### config.mk
export PLATFORM = sky130hd
export DESIGN_NAME = xor_quad_arbiter_flat
export DESIGN_NICKNAME = d
export VERILOG_FILES = /design/src/rtl/xor_quad_arbiter_if.sv /design/src/rtl/xor_quad_arbiter.sv /design/src/flat_wrapper.sv
export SDC_FILE = /design/constraint.sdc
export NUM_CORES = 1
export LEC_CHECK = 0
export ABC_AREA = 1
export CAP_MARGIN = 20
export CORE_MARGIN = 5
export CORE_UTILIZATION = 40
export CTS_CLUSTER_DIAMETER = 100
export DETAILED_ROUTE_END_ITERATION = 7
export PLACE_DENSITY = 0.74
export SETUP_SLACK_MARGIN = 0.3
export SYNTH_ARGS = -nofsm -noshare
export SYNTH_HDL_FRONTEND = slang
export SYNTH_SLANG_ARGS = --single-unit
### constraint.sdc
create_clock -name clk -period 2.1 [get_ports clk]
set_input_delay 0.21 -clock clk [delete_from_list [all_inputs] [get_ports clk]]
set_output_delay 0.21 -clock clk [all_outputs]
set_load 0.005 [all_outputs]
### src/rtl/xor_quad_arbiter_if.sv
// rtl/xor_quad_arbiter_if.sv - requester/gate bundle for the shared quad XOR arbiter
// Optional par signal present when XOR_ARB_PARITY_EN is defined.
interface xor_quad_arbiter_if #(
    parameter int NREQ = 4,
    parameter int W    = 4
);
    logic [NREQ-1:0]   req;
    logic [NREQ*W-1:0] a;
    logic [NREQ*W-1:0] b;
    logic [NREQ-1:0]   gnt;
    logic [NREQ-1:0]   done;
    logic [W-1:0]      y;
    logic              busy;
    logic [W-1:0]      xa;
    logic [W-1:0]      xb;
    logic [W-1:0]      xy;
`ifdef XOR_ARB_PARITY_EN
    logic              par;

    modport slave (
        input  req, a, b, xy,
        output gnt, done, y, busy, xa, xb, par
    );
    modport master (
        output req, a, b, xy,
        input  gnt, done, y, busy, xa, xb, par
    );
`else
    modport slave (
        input  req, a, b, xy,
        output gnt, done, y, busy, xa, xb
    );
    modport master (
        output req, a, b, xy,
        input  gnt, done, y, busy, xa, xb
    );
`endif
endinterface

### src/rtl/xor_quad_arbiter.sv
// rtl/xor_quad_arbiter.sv - round-robin time-sharing of one quad XOR gate among NREQ requesters
// XOR_ARB_PARITY_EN adds a registered parity output captured alongside y.
module xor_quad_arbiter #(
    parameter int NREQ = 4,
    parameter int W    = 4
) (
    input  logic                 clk,
    input  logic                 rst,
    xor_quad_arbiter_if.slave    bus
);
    localparam int IW = (NREQ > 1) ? $clog2(NREQ) : 1;

    typedef enum logic [1:0] {IDLE, DRIVE, CAPTURE} state_t;

    state_t          state, state_n;
    logic [IW-1:0]   ptr, ptr_n;
    logic [IW-1:0]   gidx, gidx_n;
    logic [IW-1:0]   pick;
    logic            found;
    logic [NREQ-1:0] gnt_q, gnt_n;
    logic [NREQ-1:0] done_q, done_n;
    logic [W-1:0]    y_q, y_n;
    logic [W-1:0]    xa_q, xa_n;
    logic [W-1:0]    xb_q, xb_n;
`ifdef XOR_ARB_PARITY_EN
    logic            par_q, par_n;
`endif

    // First pending requester at or after ptr, wrapping past NREQ-1.
    always_comb begin
        found = 1'b0;
        pick  = '0;
        for (int i = 0; i < NREQ; i++) begin
            int j;
            j = int'(ptr) + i;
            if (j >= NREQ) j = j - NREQ;
            if (!found && bus.req[j]) begin
                found = 1'b1;
                pick  = IW'(j);
            end
        end
    end

    always_comb begin
        state_n = state;
        ptr_n   = ptr;
        gidx_n  = gidx;
        gnt_n   = gnt_q;
        done_n  = done_q;
        y_n     = y_q;
        xa_n    = xa_q;
        xb_n    = xb_q;
`ifdef XOR_ARB_PARITY_EN
        par_n   = par_q;
`endif
        case (state)
            IDLE: begin
                done_n = '0;
                gnt_n  = '0;
                xa_n   = '0;
                xb_n   = '0;
                if (found) begin
                    gnt_n[pick] = 1'b1;
                    gidx_n      = pick;
                    xa_n        = bus.a[int'(pick)*W +: W];
                    xb_n        = bus.b[int'(pick)*W +: W];
                    state_n     = DRIVE;
                end
            end
            DRIVE: begin
                // Gate output has settled for a full cycle; grant drops so gnt and done never overlap.
                y_n     = bus.xy;
                done_n  = gnt_q;
                gnt_n   = '0;
                xa_n    = '0;
                xb_n    = '0;
`ifdef XOR_ARB_PARITY_EN
                par_n   = ^bus.xy;
`endif
                state_n = CAPTURE;
            end
            CAPTURE: begin
                done_n  = '0;
                ptr_n   = (gidx == IW'(NREQ - 1)) ? '0 : gidx + IW'(1);
                state_n = IDLE;
            end
            default: state_n = IDLE;
        endcase
    end

    always_ff @(posedge clk) begin
        if (rst) begin
            state  <= IDLE;
            ptr    <= '0;
            gidx   <= '0;
            gnt_q  <= '0;
            done_q <= '0;
            y_q    <= '0;
            xa_q   <= '0;
            xb_q   <= '0;
`ifdef XOR_ARB_PARITY_EN
            par_q  <= 1'b0;
`endif
        end else begin
            state  <= state_n;
            ptr    <= ptr_n;
            gidx   <= gidx_n;
            gnt_q  <= gnt_n;
            done_q <= done_n;
            y_q    <= y_n;
            xa_q   <= xa_n;
            xb_q   <= xb_n;
`ifdef XOR_ARB_PARITY_EN
            par_q  <= par_n;
`endif
        end
    end

    assign bus.gnt  = gnt_q;
    assign bus.done = done_q;
    assign bus.y    = y_q;
    assign bus.xa   = xa_q;
    assign bus.xb   = xb_q;
    assign bus.busy = (state != IDLE);
`ifdef XOR_ARB_PARITY_EN
    assign bus.par  = par_q;
`endif

endmodule

### src/flat_wrapper.sv
// flat-port wrapper written by rule: the top's interface ports become plain ports
module xor_quad_arbiter_flat 
#(
    parameter int NREQ = 4,
    parameter int W    = 4
)
  (clk, rst, bus_req, bus_a, bus_b, bus_xy, bus_gnt, bus_done, bus_y, bus_busy, bus_xa, bus_xb);
  xor_quad_arbiter_if #(.NREQ(NREQ), .W(W)) bus_i ();
  input  logic clk;
  input  logic rst;
  input wire logic [$bits(bus_i.req)-1:0] bus_req;
  input wire logic [$bits(bus_i.a)-1:0] bus_a;
  input wire logic [$bits(bus_i.b)-1:0] bus_b;
  input wire logic [$bits(bus_i.xy)-1:0] bus_xy;
  output wire logic [$bits(bus_i.gnt)-1:0] bus_gnt;
  output wire logic [$bits(bus_i.done)-1:0] bus_done;
  output wire logic [$bits(bus_i.y)-1:0] bus_y;
  output wire logic [$bits(bus_i.busy)-1:0] bus_busy;
  output wire logic [$bits(bus_i.xa)-1:0] bus_xa;
  output wire logic [$bits(bus_i.xb)-1:0] bus_xb;
  assign bus_i.req = bus_req;
  assign bus_i.a = bus_a;
  assign bus_i.b = bus_b;
  assign bus_i.xy = bus_xy;
  assign bus_gnt = bus_i.gnt;
  assign bus_done = bus_i.done;
  assign bus_y = bus_i.y;
  assign bus_busy = bus_i.busy;
  assign bus_xa = bus_i.xa;
  assign bus_xb = bus_i.xb;
  xor_quad_arbiter #(.NREQ(NREQ), .W(W)) u_core (.clk(clk), .rst(rst), .bus(bus_i));
endmodule
==> results of run 1 <==
==> metrics by stage <==
step / util (%) / hold slack (ns) / total power, mW / area [um2] / std cells
after global placement: 58.6 / 0.445 / 1.35 / 2310 / 375
after global routing: 67.2 / 0.471 / 2.08 / 2650 / 391
after floorplan: - / 0.279 / 1.06 / 1610 / 262
after CTS: 61.3 / 0.461 / 1.81 / 2420 / 383
final: 67.2 / 0.456 / 1.95 / 2650 / 391
after detailed placement: 58.6 / 0.445 / 1.36 / 2310 / 375
==> state kept, by name, indices dropped and copies added, names as in the netlist <==
name,flops
u_core.bus.gnt,4
u_core.state,2
u_core.bus.y,4
u_core.ptr,2
u_core.bus.xa,4
u_core.gidx,2
u_core.bus.done,4
u_core.bus.xb,4
==> power breakdown <==
group	total (mW)	internal (mW)	switching (mW)
combinational	0.917	0.427	0.490
clock	0.420	0.255	0.165
sequential	0.611	0.565	0.0464
==> what timing repair did <==
action,4_1_cts,5_1_grt
cloned,1,3
pin swaps,2,21
gates resized for setup,2,48
hold buffers,0,0
endpoints found under the setup margin,9,14
setup buffers,3,5
==> worst max-delay path, cell delays in order (launching register included) <==
cell                      delay [ns]
sky130_fd_sc_hd__dfxtp_4        0.38
sky130_fd_sc_hd__buf_12         0.13
sky130_fd_sc_hd__inv_16         0.05
sky130_fd_sc_hd__nand2_4        0.06
sky130_fd_sc_hd__nand2_4        0.06
sky130_fd_sc_hd__nand2_2        0.08
sky130_fd_sc_hd__nand2_2        0.06
sky130_fd_sc_hd__nor2_4         0.16
sky130_fd_sc_hd__nand3_4        0.18
sky130_fd_sc_hd__nand2_2        0.15
sky130_fd_sc_hd__inv_1          0.07
sky130_fd_sc_hd__nand2_1        0.10
sky130_fd_sc_hd__inv_4          0.08
sky130_fd_sc_hd__nand3_1        0.06
sky130_fd_sc_hd__o21ai_0        0.08
==> kinds of logic (layout without fill, tap and decap cells) <==
kind of cell	after synthesis	in the layout	synth area share, %
flip-flops	26	26	32.4
adder cells (fa/ha/maj)	1	1	0.778
buffers and inverters	48	124	13.3
AO/OA/AOI/OAI	19	19	6.46
AND/OR/NAND/NOR	168	171	47.1
==> area by class of cell <==
class                      instances  area (um2)  area share, %
clock buffer                       3        41.3           1.56
clock inverter                     1        30.0           1.13
multi-input combinational        191        1010           38.3
timing repair buffer              79         801           30.2
inverter                          41         174           6.56
tap                               50        62.6           2.36
sequential                        26         528           19.9
==> path summary, 6_finish.rpt <==
| check | slack, ns | endpoint | depth (start not counted) |
|---|---|---|---|
| max reg2reg | 0.27 | u_core.bus.gnt[0] | 14 |
| min reg2reg | 0.46 | u_core.bus.xb[1] | 2 |
| min | 0.46 | u_core.bus.xb[1] | 2 |
| max | 0.27 | u_core.bus.gnt[0] | 14 |
==> placed cells by master, fill, tap and decap left out, types with 2 or more instances in the layout <==
cell,instances
sky130_fd_sc_hd__a21oi_1,4
sky130_fd_sc_hd__buf_4,9
sky130_fd_sc_hd__buf_6,6
sky130_fd_sc_hd__clkbuf_8,3
sky130_fd_sc_hd__clkdlybuf4s50_1,62
sky130_fd_sc_hd__dfxtp_1,24
sky130_fd_sc_hd__dfxtp_4,2
sky130_fd_sc_hd__inv_1,35
sky130_fd_sc_hd__inv_2,3
sky130_fd_sc_hd__nand2_1,86
sky130_fd_sc_hd__nand2_2,18
sky130_fd_sc_hd__nand2_4,6
sky130_fd_sc_hd__nand3_1,17
sky130_fd_sc_hd__nand3_2,3
sky130_fd_sc_hd__nand3_4,5
sky130_fd_sc_hd__nand4_1,16
sky130_fd_sc_hd__nor2_1,17
sky130_fd_sc_hd__nor2_4,2
sky130_fd_sc_hd__o21ai_0,11
==> layer usage <==
layer / GRT usage [%] / part of all wire, %
met5: 0 / 0
met4: 3.42 / 1.4
met3: 4.24 / 6.0
met2: 29.4 / 51
met1: 21.5 / 42
==> results.txt, run 1 <==
----------------------------------------------------
[Outcome]
  Result of the run ... finished clean

[Drt]
  Post-detailed-routing wire length ... 5.10 mm
  Vias per Instance ... 4.90
  Detail Route Antenna Nets ... 0
  Routed wire length per instance ... 13.0 um
  Length of the first detailed-routing pass in iterations ... 5
  DRC ... 0
  Via total after detailed routing ... between 1,500 and 2,000
  Number of design-rule violations left by the first detailed-router iteration ... between 100 and 150

[Die]
  Floorplan core area ... 0.00394 mm2
  Initial Utilization ... 40.8%
  # rows ... 23
  Die width ... 73.4 um
  Number of ports placed on the die boundary ... between 60 and 70
  Die area ... 0.00539 mm2
  Die extent in y ... between 70 and 80 um

[STA]
  Max-slew violation total from the final report ... 0
  Fin Clk Skew ... roughly 0.0082 ns
  Post-route worst setup slack ... 0.275 ns
  Fin crit period ... 1.83 ns
  Endpoints failing hold ... 0
  Post-route fraction of the period consumed by the critical path ... 86.9%
  Slew of the pin with the lowest slew margin ... 0.365 ns
  Unrepaired setup endpoints after global routing ... true
  Sum of negative setup slack ... 0 ns
  Setup violation total in the final timing report ... 0
  Max Freq ... ~0.55 GHz
  Worst slew margin relative to its limit ... 75.7%

[Synth]
  Mapped Nets ... ~310
  Dominant cell type by area after synthesis ... sky130_fd_sc_hd__dfxtp_1
  Sequential area share after synthesis ... 32.4%
  Count of warnings emitted by yosys ... 0
  Number of synthesized register bits ... 26
  Cell area after synthesis ... 0.00161 mm2
  List of most frequent post-synthesis cells ... sky130_fd_sc_hd__nand2_1 (104), sky130_fd_sc_hd__inv_1 (38), sky130_fd_sc_hd__dfxtp_1 (26)
  Post-synth cell types ... 24
  EDFF count, synth ... 0
  Top post-synthesis cells by area ... sky130_fd_sc_hd__dfxtp_1 (32%), sky130_fd_sc_hd__nand2_1 (24%), sky130_fd_sc_hd__inv_1 (8.9%)
  Proportion of netlist area held by the largest area contributor ... 32.4%
  Cell with the most instances after synthesis ... sky130_fd_sc_hd__nand2_1
  Share of synthesized registers carrying an async set or reset ... 0%
  Ys flop type ... sky130_fd_sc_hd__dfxtp_1
  Per-instance average area after synthesis ... 6.14 um2
  Number of cells produced by synthesis ... 262

[Clock network]
  H-tree depth ... 1
  Clock latency on the worst-skew pair ... 0.27 ns
  Largest buffer count on any clock path ... 2
  Number of buffers created by CTS ... 3
  Clk Tree Root Cell ... sky130_fd_sc_hd__clkbuf_8
  Clk pin slew, worst setup/hold paths ... approximately 0.1 ns
  Clock tree from TritonCTS ... done
  CTS sink cnt ... 26

[Global route]
  Sum of overflow across all layers after global routing ... 0
  First-pass GRT wire length ... 7.36 mm
  Total routing resource utilization after global routing ... 17.0%
  Largest net degree at the start of global routing ... 16
  Antenna violations before repair ... 0
  Vias in the first global route ... ~1,700

[Worst setup path]
  Worst reg2reg path startpoint ... u_core.ptr[0]
  Category of the most critical setup path ... reg2reg
  Crit. End Element ... register
  Data required time of the worst path ... 2.26 ns
  Kind of start point of the critical path ... register
  Data arrival time of the critical path ... slightly below 2 ns
  Critical Path Source ... u_core.ptr[0]
  Critical-path maximum fanout ... 10

[Pwr]
  Max VDD drop ... just over 0.0005 V
  Total power divided by cell area ... between 700 and 800 mW/mm2
  Pleak ... approximately 1.3 nW

[Place]
  Final HPWL from detailed placement ... roughly 3.3 mm
  IO buf count ... 62
  Gpl congestion ... around 0.86
  Post-Place Worst Slack ... 0.0837 ns

[Min path]
  Type of the worst min-delay path ... reg2reg
  Origin of the worst min-delay path ... u_core.bus.xb[1]

[Final layout]
  Filler instances ... 314
  Area growth syn-to-layout ... 64.9%
  Antenna cells ... 0
  Share of final-layout standard cells stronger than drive strength 1 ... a little under a fifth
  Final-stage net count ... between 300 and 400

[Job]
  Max-cap viol count ... 0

----------------------------------------------------
No activity file was read; power rests on OpenSTA's default activity.
==> inputs of run 2 (changes only) <==
- CORE_MARGIN: 5 -> 1
- SETUP_SLACK_MARGIN: 0.3 -> default
==> results.txt, run 2 (synthesis gave the netlist of run 1 again) <==
----------------------------------------------------
[Worst setup path]
  Data required time of the worst path ... 2.26 ns
  Data arrival time of the critical path ... 2.00 ns
  Kind of start point of the critical path ... register
  Critical-path maximum fanout ... 10
  Number of buffers and inverters on the critical path ... 4
  Kind of cell adding the most delay to the critical path ... simple AND/OR/NAND/NOR gates
  Slowest cell delay on critical path ... 0.37 ns
  Category of the most critical setup path ... reg2reg
  Crit. End Element ... register
  Slowest cell on crit path ... sky130_fd_sc_hd__dfxtp_1
  Worst path cell trace ... buf_12 > inv_8 > nand2_1 > nand2_2 > nand2_2 > nand2_2 > nor2_4 > nand3_4 > nand2_1 > inv_1 > nand2_1 > inv_2 > nand3_1 > o21ai_0

[STA]
  Worst hold slack after final layout ... 0.458 ns
  Fin Clk Skew ... approximately 0.009 ns
  Max-slew violation total from the final report ... 0
  Slew of the pin with the lowest slew margin ... 0.346 ns
  Setup violation total in the final timing report ... 0
  Sum of negative setup slack ... 0 ns
  Max Freq ... 0.546 GHz
  Post-route fraction of the period consumed by the critical path ... 87.2%
  Endpoints failing hold ... 0
  Worst slew margin relative to its limit ... 76.9%
  Unrepaired setup endpoints after global routing ... false
  Fin crit period ... 1.83 ns

[Global route]
  Antenna violations before repair ... 0
  Sum of overflow across all layers after global routing ... 0
  Vias in the first global route ... 1,669
  First-pass GRT wire length ... 7.01 mm
  Largest net degree at the start of global routing ... 18
  Total routing resource utilization after global routing ... 21.1%

[Pwr]
  Cell internal power dissipation ... 1.16 mW
  Switching power as a share of total power ... 35.0%
  Pleak ... 1.17 nW
  Flop pwr share ... 34.2%
  Sum of internal, switching and leakage power ... 1.78 mW
  Total power divided by cell area ... 751 mW/mm2
  Combinational cell fraction of total power ... 41.5%
  Max VDD drop ... 0.000490 V
  Clk pwr share ... 24.3%
  Net switching power figure ... 0.624 mW

[Final layout]
  Antenna cells ... 0
  Most common cell after layout, fill and taps aside ... sky130_fd_sc_hd__nand2_1
  Share of final-layout standard cells stronger than drive strength 1 ... 7.32%
  Area growth syn-to-layout ... 47.8%
  Cell area after layout ... 0.00238 mm2
  Final-stage net count ... 372
  Number of cells in the finished layout apart from fillers ... 376
  Most frequent cells in the layout ... sky130_fd_sc_hd__nand2_1 (104), sky130_fd_sc_hd__clkdlybuf4s50_1 (62), sky130_fd_sc_hd__inv_1 (38), sky130_fd_sc_hd__dfxtp_1 (26), sky130_fd_sc_hd__nand3_1 (20)

[Drt]
  Met1 routed wirelength after detailed routing ... between 1.5 and 2 mm
  Number of design-rule violations left by the first detailed-router iteration ... around 130
  Routed wire length per instance ... 11.3 um
  Detail Route Antenna Nets ... 0
  Highest layer used for signal routing ... met4
  WL met2 ... 1.98 mm
  Vias per Instance ... 4.75
  Post-detailed-routing wire length ... 4.23 mm
  Detail Route met3 WL ... 232 um
  Via total after detailed routing ... 1,787
  Length of the first detailed-routing pass in iterations ... 4
  DRC ... 0

[Die]
  Initial Utilization ... ~43%
  Floorplan core area ... 0.00377 mm2
  Die width ... 65.4 um
  # rows ... 22
  Die area ... 0.00428 mm2
  Number of ports placed on the die boundary ... 63
  Die extent in y ... 65.4 um

[Outcome]
  Result of the run ... finished clean

[Job]
  Max-cap viol count ... 0

[Place]
  Gpl congestion ... approximately 0.86
  Placed standard-cell area ... 0.00230 mm2
  Number of cells after detailed placement ... 372
  Final HPWL from detailed placement ... 3.11 mm
  IO buf count ... slightly above 60

[Clock network]
  Number of buffers created by CTS ... 3
  Clk Tree Root Cell ... sky130_fd_sc_hd__clkbuf_8
  CTS sink cnt ... 26
  Largest buffer count on any clock path ... 2
  Clock latency on the worst-skew pair ... 0.28 ns
  H-tree depth ... 1
  Clock tree from TritonCTS ... done
  Clk pin slew, worst setup/hold paths ... approximately 0.10 ns

[Min path]
  Type of the worst min-delay path ... reg2reg

----------------------------------------------------
## run 2: worst paths after layout
kind	from	cells after the start	slack [ns]	to
setup / recovery	u_core.ptr[0]	14	0.27	u_core.bus.gnt[0]
setup reg to reg	u_core.ptr[0]	14	0.27	u_core.bus.gnt[0]
hold / removal	u_core.bus.xa[3]	2	0.46	u_core.bus.xa[3]
hold reg to reg	u_core.bus.xa[3]	2	0.46	u_core.bus.xa[3]
## run 2: cell type report
| cell class | instances | area [um2] |
|---|---|---|
| clock buffer | 3 | 41.3 |
| clock inverter | 1 | 30.0 |
| fill | 343 | 1400 |
| inverter | 41 | 165 |
| multi-input combinational | 188 | 873 |
| sequential | 26 | 520 |
| tap | 48 | 60.1 |
| timing repair buffer | 69 | 686 |
## run 2: power by group through the flow
stage          Combinational, mW  Sequential (mW)  Clock, mW
6_report                   0.741            0.610      0.433
5_1_grt                    0.833            0.619      0.461
4_1_cts                    0.743            0.610      0.441
3_5_place_dp               0.739            0.619          0
3_3_place_gp               0.733            0.620          0
2_1_floorplan              0.440            0.617          0
## run 2: routing by layer
metal / vias to the layer above / GRT usage, %
met5: - / 0
li1: 956 / -
met4: 0 / 5.16
met1: 781 / 26.8
met3: 4 / 4.69
met2: 46 / 35.7
## run 2: worst register-to-register path: stages, from the launching register on
cell and delay (ns):
sky130_fd_sc_hd__dfxtp_1 0.37, sky130_fd_sc_hd__buf_12 0.14, sky130_fd_sc_hd__inv_8 0.05, sky130_fd_sc_hd__nand2_1 0.06
sky130_fd_sc_hd__nand2_2 0.09, sky130_fd_sc_hd__nand2_2 0.08, sky130_fd_sc_hd__nand2_2 0.06, sky130_fd_sc_hd__nor2_4 0.13
sky130_fd_sc_hd__nand3_4 0.15, sky130_fd_sc_hd__nand2_1 0.16, sky130_fd_sc_hd__inv_1 0.07, sky130_fd_sc_hd__nand2_1 0.07
sky130_fd_sc_hd__inv_2 0.11, sky130_fd_sc_hd__nand3_1 0.08, sky130_fd_sc_hd__o21ai_0 0.09
## run 2: repair_timing
item / in CTS / in global routing
endpoints found under the setup margin: 0 / 1
setup buffers: 0 / 0
gates resized for setup: 0 / 1
hold buffers: 0 / 0
## run 2: stage by stage
| stage | utilization [%] | worst slack [ns] |
|---|---|---|
| 2_1_floorplan | - | 0.472 |
| 3_3_place_gp | 61.0 | 0.114 |
| 3_5_place_dp | 61.0 | 0.0593 |
| 4_1_cts | 62.9 | 0.224 |
| 5_1_grt | 63.0 | 0.0341 |
| 6_report | 63.0 | 0.268 |
